## src/rtl/usb3_pkg.sv

```systemverilog
// Shared definitions for the FX3 slave-FIFO reader and the channel-parameter cache.
// State codes are also decoded by the cache, so their values are fixed.
package usb3_pkg;

  typedef enum logic [3:0] {
    ST_IDLE  = 4'd0,
    ST_QUAL  = 4'd1,
    ST_ADDR  = 4'd2,
    ST_READ  = 4'd6,
    ST_DRAIN = 4'd7,
    ST_TURN  = 4'd8
  } rd_state_e;

  localparam int unsigned BURST_LEN_DEF = 256;
  localparam logic [1:0]  FIFO_ADDR_DEF = 2'b11;
  localparam logic [31:0] HEADER_WORD   = 32'hFF00_AAAA;

endpackage

```

## src/rtl/usb3_slfifo_rd_if.sv

```systemverilog
// FX3 synchronous slave-FIFO read-side bus; master is the FPGA reader, slave is the FX3.
interface usb3_slfifo_rd_if;

  logic        USB3_FLAGA;
  logic [31:0] USB3_DQ;
  logic        USB3_SLCS_N;
  logic        USB3_SLOE_N;
  logic        USB3_SLRD_N;
  logic [1:0]  USB3_A;

  modport master (
    input  USB3_FLAGA, USB3_DQ,
    output USB3_SLCS_N, USB3_SLOE_N, USB3_SLRD_N, USB3_A
  );

  modport slave (
    output USB3_FLAGA, USB3_DQ,
    input  USB3_SLCS_N, USB3_SLOE_N, USB3_SLRD_N, USB3_A
  );

endinterface

```

## src/rtl/usb3_rd_pipe.sv

```systemverilog
// DQ input register plus an RD_LATENCY-deep shift register that tracks which
// captured words belong to an active read strobe. RD_LATENCY must be at least 2.
module usb3_rd_pipe #(
  parameter int RD_LATENCY = 3
) (
  input  logic        clk,
  input  logic        rst,
  input  logic        rd_active,
  input  logic [31:0] dq,
  output logic [31:0] data_q,
  output logic        valid_q,
  output logic        valid_next
);

  logic [RD_LATENCY-1:0] sr_q;
  logic [RD_LATENCY-1:0] sr_d;
  logic [31:0]           dq_q;

  assign sr_d[0] = rd_active;

  genvar gi;
  generate
    for (gi = 1; gi < RD_LATENCY; gi++) begin : g_sr
      assign sr_d[gi] = sr_q[gi-1];
    end
  endgenerate

  always_ff @(posedge clk or posedge rst) begin
    if (rst) begin
      sr_q <= '0;
      dq_q <= '0;
    end else begin
      sr_q <= sr_d;
      dq_q <= dq;
    end
  end

  assign data_q     = dq_q;
  assign valid_q    = sr_q[RD_LATENCY-1];
  // One stage early, so burst_done can be registered in step with the last word.
  assign valid_next = sr_q[RD_LATENCY-2];

endmodule

```

## src/rtl/usb3_slfifo_rd.sv

```systemverilog
// FX3 slave-FIFO burst reader feeding the channel-parameter cache.
// Define USB3_RD_BACKPRESSURE_EN to add the cache_full input that holds off new bursts.
module usb3_slfifo_rd
  import usb3_pkg::*;
#(
  parameter int         BURST_LEN   = BURST_LEN_DEF,
  parameter int         RD_LATENCY  = 3,
  parameter logic [1:0] FIFO_ADDR   = FIFO_ADDR_DEF,
  parameter int         TURN_CYCLES = 4
) (
  input  logic                    clk,
  input  logic                    rst,
  usb3_slfifo_rd_if.master        fx,
`ifdef USB3_RD_BACKPRESSURE_EN
  input  logic                    cache_full,
`endif
  output logic [31:0]             data_out,
  output logic                    data_valid,
  output logic [3:0]              usb_rd_state,
  output logic                    flaga_q,
  output logic                    burst_done
);

  rd_state_e   state_q, state_d;
  logic [15:0] cnt_q, cnt_d;
  logic [8:0]  vcnt_q, vcnt_d;
  logic        slcs_n_q, slcs_n_d;
  logic        sloe_n_q, sloe_n_d;
  logic        slrd_n_q, slrd_n_d;
  logic [1:0]  a_q;
  logic        burst_done_q, burst_done_d;
  logic        start_ok;
  logic        valid_next;

`ifdef USB3_RD_BACKPRESSURE_EN
  assign start_ok = !cache_full;
`else
  assign start_ok = 1'b1;
`endif

  always_comb begin
    state_d  = state_q;
    cnt_d    = cnt_q;
    slcs_n_d = slcs_n_q;
    sloe_n_d = sloe_n_q;
    slrd_n_d = slrd_n_q;
    case (state_q)
      ST_IDLE: if (flaga_q) state_d = ST_QUAL;
      ST_QUAL: begin
        if (!flaga_q) begin
          state_d = ST_IDLE;
        end else if (start_ok) begin
          state_d  = ST_ADDR;
          slcs_n_d = 1'b0;
          sloe_n_d = 1'b0;
        end
      end
      ST_ADDR: begin
        state_d  = ST_READ;
        slrd_n_d = 1'b0;
        cnt_d    = '0;
      end
      // cnt counts strobe-low cycles; FLAGA is deliberately ignored from here on.
      ST_READ: begin
        if (cnt_q == 16'(BURST_LEN - 1)) begin
          state_d  = ST_DRAIN;
          slrd_n_d = 1'b1;
          cnt_d    = '0;
        end else begin
          cnt_d = cnt_q + 16'd1;
        end
      end
      ST_DRAIN: begin
        if (cnt_q == 16'(RD_LATENCY - 1)) begin
          state_d  = ST_TURN;
          slcs_n_d = 1'b1;
          sloe_n_d = 1'b1;
          cnt_d    = '0;
        end else begin
          cnt_d = cnt_q + 16'd1;
        end
      end
      ST_TURN: begin
        if (cnt_q == 16'(TURN_CYCLES - 1)) begin
          state_d = ST_IDLE;
          cnt_d   = '0;
        end else begin
          cnt_d = cnt_q + 16'd1;
        end
      end
      default: begin
        state_d  = ST_IDLE;
        cnt_d    = '0;
        slcs_n_d = 1'b1;
        sloe_n_d = 1'b1;
        slrd_n_d = 1'b1;
      end
    endcase
  end

  always_comb begin
    vcnt_d       = vcnt_q;
    burst_done_d = 1'b0;
    if (valid_next) begin
      if (vcnt_q == 9'(BURST_LEN - 1)) begin
        vcnt_d       = '0;
        burst_done_d = 1'b1;
      end else begin
        vcnt_d = vcnt_q + 9'd1;
      end
    end
  end

  always_ff @(posedge clk or posedge rst) begin
    if (rst) begin
      state_q      <= ST_IDLE;
      cnt_q        <= '0;
      vcnt_q       <= '0;
      slcs_n_q     <= 1'b1;
      sloe_n_q     <= 1'b1;
      slrd_n_q     <= 1'b1;
      a_q          <= FIFO_ADDR;
      flaga_q      <= 1'b0;
      burst_done_q <= 1'b0;
    end else begin
      state_q      <= state_d;
      cnt_q        <= cnt_d;
      vcnt_q       <= vcnt_d;
      slcs_n_q     <= slcs_n_d;
      sloe_n_q     <= sloe_n_d;
      slrd_n_q     <= slrd_n_d;
      a_q          <= FIFO_ADDR;
      flaga_q      <= fx.USB3_FLAGA;
      burst_done_q <= burst_done_d;
    end
  end

  usb3_rd_pipe #(
    .RD_LATENCY (RD_LATENCY)
  ) u_pipe (
    .clk        (clk),
    .rst        (rst),
    .rd_active  (!slrd_n_q),
    .dq         (fx.USB3_DQ),
    .data_q     (data_out),
    .valid_q    (data_valid),
    .valid_next (valid_next)
  );

  assign fx.USB3_SLCS_N = slcs_n_q;
  assign fx.USB3_SLOE_N = sloe_n_q;
  assign fx.USB3_SLRD_N = slrd_n_q;
  assign fx.USB3_A      = a_q;
  assign usb_rd_state   = state_q;
  assign burst_done     = burst_done_q;

endmodule

```

## src/flat_wrapper.sv

```systemverilog
// flat-port wrapper written by rule: the top's interface ports become plain ports
module usb3_slfifo_rd_flat import usb3_pkg::*;
#(
  parameter int         BURST_LEN   = BURST_LEN_DEF,
  parameter int         RD_LATENCY  = 3,
  parameter logic [1:0] FIFO_ADDR   = FIFO_ADDR_DEF,
  parameter int         TURN_CYCLES = 4
)
  (clk, rst, data_out, data_valid, usb_rd_state, flaga_q, burst_done, fx_USB3_FLAGA, fx_USB3_DQ, fx_USB3_SLCS_N, fx_USB3_SLOE_N, fx_USB3_SLRD_N, fx_USB3_A);
  usb3_slfifo_rd_if fx_i ();
  input  logic clk;
  input  logic rst;
  output logic [31:0] data_out;
  output logic data_valid;
  output logic [3:0] usb_rd_state;
  output logic flaga_q;
  output logic burst_done;
  input wire logic [$bits(fx_i.USB3_FLAGA)-1:0] fx_USB3_FLAGA;
  input wire logic [$bits(fx_i.USB3_DQ)-1:0] fx_USB3_DQ;
  output wire logic [$bits(fx_i.USB3_SLCS_N)-1:0] fx_USB3_SLCS_N;
  output wire logic [$bits(fx_i.USB3_SLOE_N)-1:0] fx_USB3_SLOE_N;
  output wire logic [$bits(fx_i.USB3_SLRD_N)-1:0] fx_USB3_SLRD_N;
  output wire logic [$bits(fx_i.USB3_A)-1:0] fx_USB3_A;
  assign fx_i.USB3_FLAGA = fx_USB3_FLAGA;
  assign fx_i.USB3_DQ = fx_USB3_DQ;
  assign fx_USB3_SLCS_N = fx_i.USB3_SLCS_N;
  assign fx_USB3_SLOE_N = fx_i.USB3_SLOE_N;
  assign fx_USB3_SLRD_N = fx_i.USB3_SLRD_N;
  assign fx_USB3_A = fx_i.USB3_A;
  usb3_slfifo_rd #(.BURST_LEN(BURST_LEN), .RD_LATENCY(RD_LATENCY), .FIFO_ADDR(FIFO_ADDR), .TURN_CYCLES(TURN_CYCLES)) u_core (.clk(clk), .rst(rst), .fx(fx_i), .data_out(data_out), .data_valid(data_valid), .usb_rd_state(usb_rd_state), .flaga_q(flaga_q), .burst_done(burst_done));
endmodule
```

## config.mk

```make
export PLATFORM = sky130hd
export DESIGN_NAME = usb3_slfifo_rd_flat
export DESIGN_NICKNAME = d
export VERILOG_FILES = /design/src/rtl/usb3_pkg.sv /design/src/rtl/usb3_slfifo_rd_if.sv /design/src/rtl/usb3_rd_pipe.sv /design/src/rtl/usb3_slfifo_rd.sv /design/src/flat_wrapper.sv
export SDC_FILE = /design/constraint.sdc
export NUM_CORES = 1
export LEC_CHECK = 0
export CORE_UTILIZATION = 38
export DETAILED_ROUTE_END_ITERATION = 16
export HOLD_SLACK_MARGIN = 0.12
export PLACE_DENSITY = 0.79
export SLEW_MARGIN = 20
export SYNTH_ARGS = -nofsm -noshare
export SYNTH_HDL_FRONTEND = slang
export SYNTH_HIERARCHICAL = 1
export SYNTH_SLANG_ARGS = --single-unit
```

## constraint.sdc

```tcl
create_clock -name clk -period 3.17 [get_ports clk]
set_clock_uncertainty 0.2 [all_clocks]
set_input_delay 0.4755 -clock clk [delete_from_list [all_inputs] [get_ports clk]]
set_output_delay 0.4755 -clock clk [all_outputs]
set_load 0.01 [all_outputs]
```

Word level (Yosys, flattened, before mapping). Cells that the tools add are included.

Eq/ne operators: 14. Reductions and logical operators: 8. Bitwise logic cells: 2. Add/sub/neg operators: 2. Multiplexer cells: 18.

Operators with widths (count): one-hot mux 16 bit (4 select lines) (1); 2-to-1 mux 16 bit (3); equality test 16 x 2 -> 1 bit (second input constant) (2); one-hot mux 4 bit (6 select lines) (1); adder 16 x 1 -> 16 bit (second input constant) (1); equality test 16 x 8 -> 1 bit (second input constant) (1); 2-to-1 mux 4 bit (4); inequality test 2 x 1 -> 1 bit (second input constant) (5); adder 9 x 1 -> 9 bit (second input constant) (1); equality test 9 x 8 -> 1 bit (second input constant) (1); 2-to-1 mux 9 bit (1); equality test 4 x 3 -> 1 bit (second input constant) (2); OR reduction 4 bit (2); one-hot mux 1 bit (3 select lines) (2); 2-to-1 mux 1 bit (5); equality test 4 x 1 -> 1 bit (second input constant) (1); equality test 4 x 2 -> 1 bit (second input constant) (1); equality test 4 bit (second input constant) (1); logical NOT 4 bit (1); AND reduction 4 bit (1); AND reduction 3 bit (1); 2-to-1 mux 2 bit (1); NOT 1 bit (2); AND reduction 2 bit (1); other kinds (2) (2).

Register bits after elaboration: 68. Output and inout port bits: 44. Logic and storage cells: 53. Input port bits: 35.

Longest topological paths before layout.
Word-level depth: 4. Depth in mapped cells: 7. Gate-level depth less buffers: 6.

Cells and area by module. The synthesis kept the hierarchy.

Modules (own cells, without submodules): usb3_slfifo_rd (area an instance 1752.9 µm², cells each 175, instances 1, sequential area each 828.3 µm²); usb3_rd_pipe (area an instance 879.6 µm², cells each 36, instances 1, sequential area each 875.8 µm²).

Least setup slack after synthesis. Ideal clock, no wire load.

Path kind: register -> register. Start: register u_core.cnt_q[4]. End: register u_core.cnt_q[12]. Path slack: 0.838 ns. Arrival time: 2.013 ns. Required time: 2.851 ns. Path buffers: 1. Clock period less this slack: 2.332 ns. Setup time: 0.119 ns. Cell stages (with the launch flop): 7. Cell sequence: dfrtp_1 or4_1 nor4b_4 a21oi_2 nor4_4 buf_6 nor2_2.

Word-level cells in the longest chain between the ends: 3. Elaborated cells between the ends (all ways): 8. Classes of those cells: add/sub: 1; eq/ne: 3; mux: 4.

RTL lines: start, declared (line usb3_slfifo_rd.sv:25) `logic [15:0] cnt_q, cnt_d;`; start signal, assigned (line usb3_slfifo_rd.sv:127) `cnt_q <= cnt_d;`; adder 16 x 1 -> 16 bit, or another cell as far along (line usb3_slfifo_rd.sv:70, usb3_slfifo_rd.sv:80, usb3_slfifo_rd.sv:88); 2-to-1 mux 16 bit, on equally long branches (line usb3_slfifo_rd.sv:84, usb3_slfifo_rd.sv:65, usb3_slfifo_rd.sv:74); one-hot mux 16 bit (4 select lines) * (line usb3_slfifo_rd.sv:47) `case (state_q)`.

Every way passes the cells marked *; elsewhere a longest branch is shown, timed or not. A chain may end at the register's enable or synchronous reset.

Worst setup path in the final report.
Start: register u_core.cnt_q[4]. End: register u_core.cnt_q[4].

The elaborated chain is that of the path after synthesis.

==> impl_metrics.py <==
metrics = {
    "synthesis": {
        "synthMuxAreaShare": 0.003802,
        "ys_async_sr_fraction": 1.000,
        "yosysWarningCount": 6,
        "syn-instance-count": 211,
        "synth_ff_type": "dfrtp_1",
        "synth_area_sq_um": 2633,
        "synth-simple-area-share": 0.1759,
        "ys_types": 43,
        "avgSynthCellArea_sq_um": 12.48,
        "synth_top_family_by_area": "simple AND/OR/NAND/NOR gates",
        "seq_area_frac_synth": 0.6473,
        "synth_seq_cells": 68,
        "synth_compound_area_frac": 0.05656,
        "synth_adder_area_share": 0.01426,
        "synth_edf_count": 0,
        "synthXorXnorAreaFrac": 0.05989,
    },
    "clocking": {
        "cts_max_path_buffers": 2,
        "htreeDepth": 3,
        "clk_pin_slew_worst_paths_ns": 0.07,
        "cts-buffers-inserted": 9,
        "hold_buffers": 0,
        "cts-root-buf": "clkbuf_8",
        "post-cts-setup-buffers": 0,
        "cts_resized": 0,
        "clock_latency_ns": 0.35,
        "cts_sinks": 68,
        "tritoncts": "built",
    },
    "placement": {
        "dp_cells": 361,
        "globalplace.congestion": 0.8344,
        "io_buffer_count": 76,
        "place_hpwl_microns": 3787,
    },
    "power": {
        "p_total_mw": 2.543,
        "leakage_nw": 1.574,
        "max-vdd-ir-drop_uv": 518.0,
        "p_per_area_nw_per_um2": 695.1,
    },
    "setup_path": {
        "critical_path_class": "register to register",
        "start_kind": "register",
        "critPathCaptureType": "register",
        "reg2reg_depth": 6,
        "cp.arrival_ns": 2.53,
        "critPathRequiredTime_ns": 3.19,
        "r2r_slack_ns": 0.66,
        "cp_max_fo": 13,
        "r2r-start": "u_core/cnt_q[4]",
        "crit_end": "u_core/cnt_q[4]",
        "cp-startpoint": "u_core/cnt_q[4]",
        "r2r_end": "u_core/cnt_q[4]",
    },
    "timing": {
        "setup_viol": 0,
        "hold_violations": 0,
        "rsz0062_at_grt": "no",
        "worstMarginPinSlew_ns": 0.5947,
        "slew_violations": 0,
        "slew_headroom": 0.6017,
        "fin_crit_sh": 0.7919,
        "finalSetupTns_ns": 0,
        "fmax_mhz": 398.4,
        "period_minus_slack_ns": 2.510,
    },
    "status": {
        "status": "completed",
    },
    "drt": {
        "first_pass_iters": 4,
        "drt-vias-per-instance": 4.920,
        "drc": 0,
        "wl_microns": 5273,
        "postRouteAntennaNets": 0,
        "drt-wirelength-per-cell_microns": 13.99,
        "via_count": 1855,
        "drtIter0Drc": 74,
    },
    "floorplanning": {
        "core-area_sq_um": 6531,
        "die_w_microns": 85.23,
        "io_pins": 79,
        "die_h_microns": 85.23,
        "rows": 29,
        "design.die.area_sq_um": 7264,
        "start_util": 0.4031,
    },
    "global_route": {
        "first_global_vias": 1736,
        "grt_pass1_wl_microns": 8638,
        "grt_max_degree": 34,
        "grt_remaining_overflow": 0,
        "track_usage": 0.1612,
        "antenna_found_initial": 0,
    },
    "final_layout": {
        "diodes": 0,
        "final_core_util": 0.5602,
        "final_nets": 333,
        "drive_gt1_frac": 0.1333,
        "area_growth_pct": 38.97,
        "final_cells": 377,
    },
    "min_path": {
        "min_path_type": "register to register",
    },
    "run": {
        "maxCapViolCount": 0,
    },
}
[worst max-delay path: stages (launching register included)]
cell     delay, ns
dfrtp_1       0.43
or4_1         0.60
nor4b_4       0.35
a21oi_2       0.15
nor4_4        0.27
buf_4         0.26
o22ai_1       0.11
[cell usage after synthesis (all sizes together), types with 3 or more instances]
cell / number / area share
and3: 3 / 0.0071
xor2: 9 / 0.030
nand3: 8 / 0.015
or4: 3 / 0.010
inv: 9 / 0.013
a21oi: 6 / 0.013
nand2: 16 / 0.023
nand4: 7 / 0.017
nor2: 28 / 0.049
dfrtp: 66 / 0.63
o22ai: 3 / 0.0071
nor3: 7 / 0.015
ha: 3 / 0.014
buf: 4 / 0.013
o21ai: 4 / 0.0076
xnor2: 9 / 0.030
[routing by layer]
metal	up-vias	GRT usage	routed length, microns
li1	879	-	-
met1	891	0.1875	2145
met2	74	0.2625	2668
met3	11	0.06615	354
met4	0	0.07088	105
met5	-	0	0
[power by group]
part	leakage [nW]	internal [mW]	switching, mW
Combinational	0.627	0.315	0.329
Sequential	0.844	1.00	0.129
Clock	0.102	0.442	0.324
[worst min-delay path by stage]
stage | cells past startpoint | end | from
CTS | 0 | u_core/u_pipe/sr_q[1] | u_core/u_pipe/sr_q[0]
detailed placement | 0 | u_core/u_pipe/sr_q[1] | u_core/u_pipe/sr_q[0]
global route | 0 | u_core/u_pipe/sr_q[1] | u_core/u_pipe/sr_q[0]
global placement | 0 | u_core/u_pipe/sr_q[1] | u_core/u_pipe/sr_q[0]
finish | 0 | u_core/u_pipe/sr_q[1] | u_core/u_pipe/sr_q[0]
floorplan | 0 | u_core/u_pipe/sr_q[1] | u_core/u_pipe/sr_q[0]
[metrics by stage]
stage | setup slack [ns] | hold slack (ns) | instance area, sq um
after floorplan | 0.8379 | 0.1312 | 2636
final | 0.6598 | 0.1441 | 3659
after CTS | 0.6626 | 0.1495 | 3659
after detailed placement | 0.6736 | 0.1364 | 3442
after global routing | 0.5246 | 0.1584 | 3659
after global placement | 0.7155 | 0.1388 | 3442
[cells by family (layout without fill, tap and decap cells)]
kind of cell    count (synthesis)  in the layout
xor+xnor                       18             18
buf+inv                        16            104
mux                             1              1
other cells                     1              2
fa+ha+maj                       3              3
flops                          68             68
simple gates                   82             82
compound gates                 22             22
[final cells by class]
class | count | area [sq um]
Multi-Input combinational cell | 128 | 824.5
Clock inverter | 6 | 88.84
Clock buffer | 10 | 127.6
Tap cell | 77 | 96.34
Inverter | 9 | 33.78
Timing Repair Buffer | 79 | 783.3
Sequential cell | 68 | 1704
Fill cell | 549 | 2873
[cells in the final DEF, fill, tap and decap left out, types with 2 or more instances in the layout]
cell type / netlist / layout
or2_2: 2 / 2
nor2_1: 18 / 18
clkbuf_8: 0 / 9
nand3_1: 8 / 8
ha_1: 3 / 3
nor2_2: 10 / 10
clkinvlp_4: 0 / 2
inv_1: 9 / 9
nand4_1: 7 / 7
a21oi_1: 5 / 5
conb_1: 1 / 2
dfrtp_1: 66 / 66
and3_1: 3 / 3
o21ai_0: 4 / 4
nand2_1: 16 / 16
xor2_1: 9 / 9
buf_4: 3 / 3
o22ai_1: 3 / 3
nor3_1: 6 / 6
o21a_1: 2 / 2
bufinv_16: 0 / 2
dfstp_2: 2 / 2
clkdlybuf4s50_1: 0 / 76
or4_1: 2 / 2
xnor2_1: 9 / 9
[state kept, by name, indices dropped and copies added (netlist names)]
name                   cells
u_core/burst_done          1
u_core/cnt_q              16
u_core/flaga_q             1
u_core/fx.USB3_SLOE_N      1
u_core/fx.USB3_SLRD_N      1
u_core/u_pipe/data_q      32
u_core/u_pipe/sr_q         3
u_core/usb_rd_state        4
u_core/vcnt_q              9
Power figures use the tool's default switching activity.
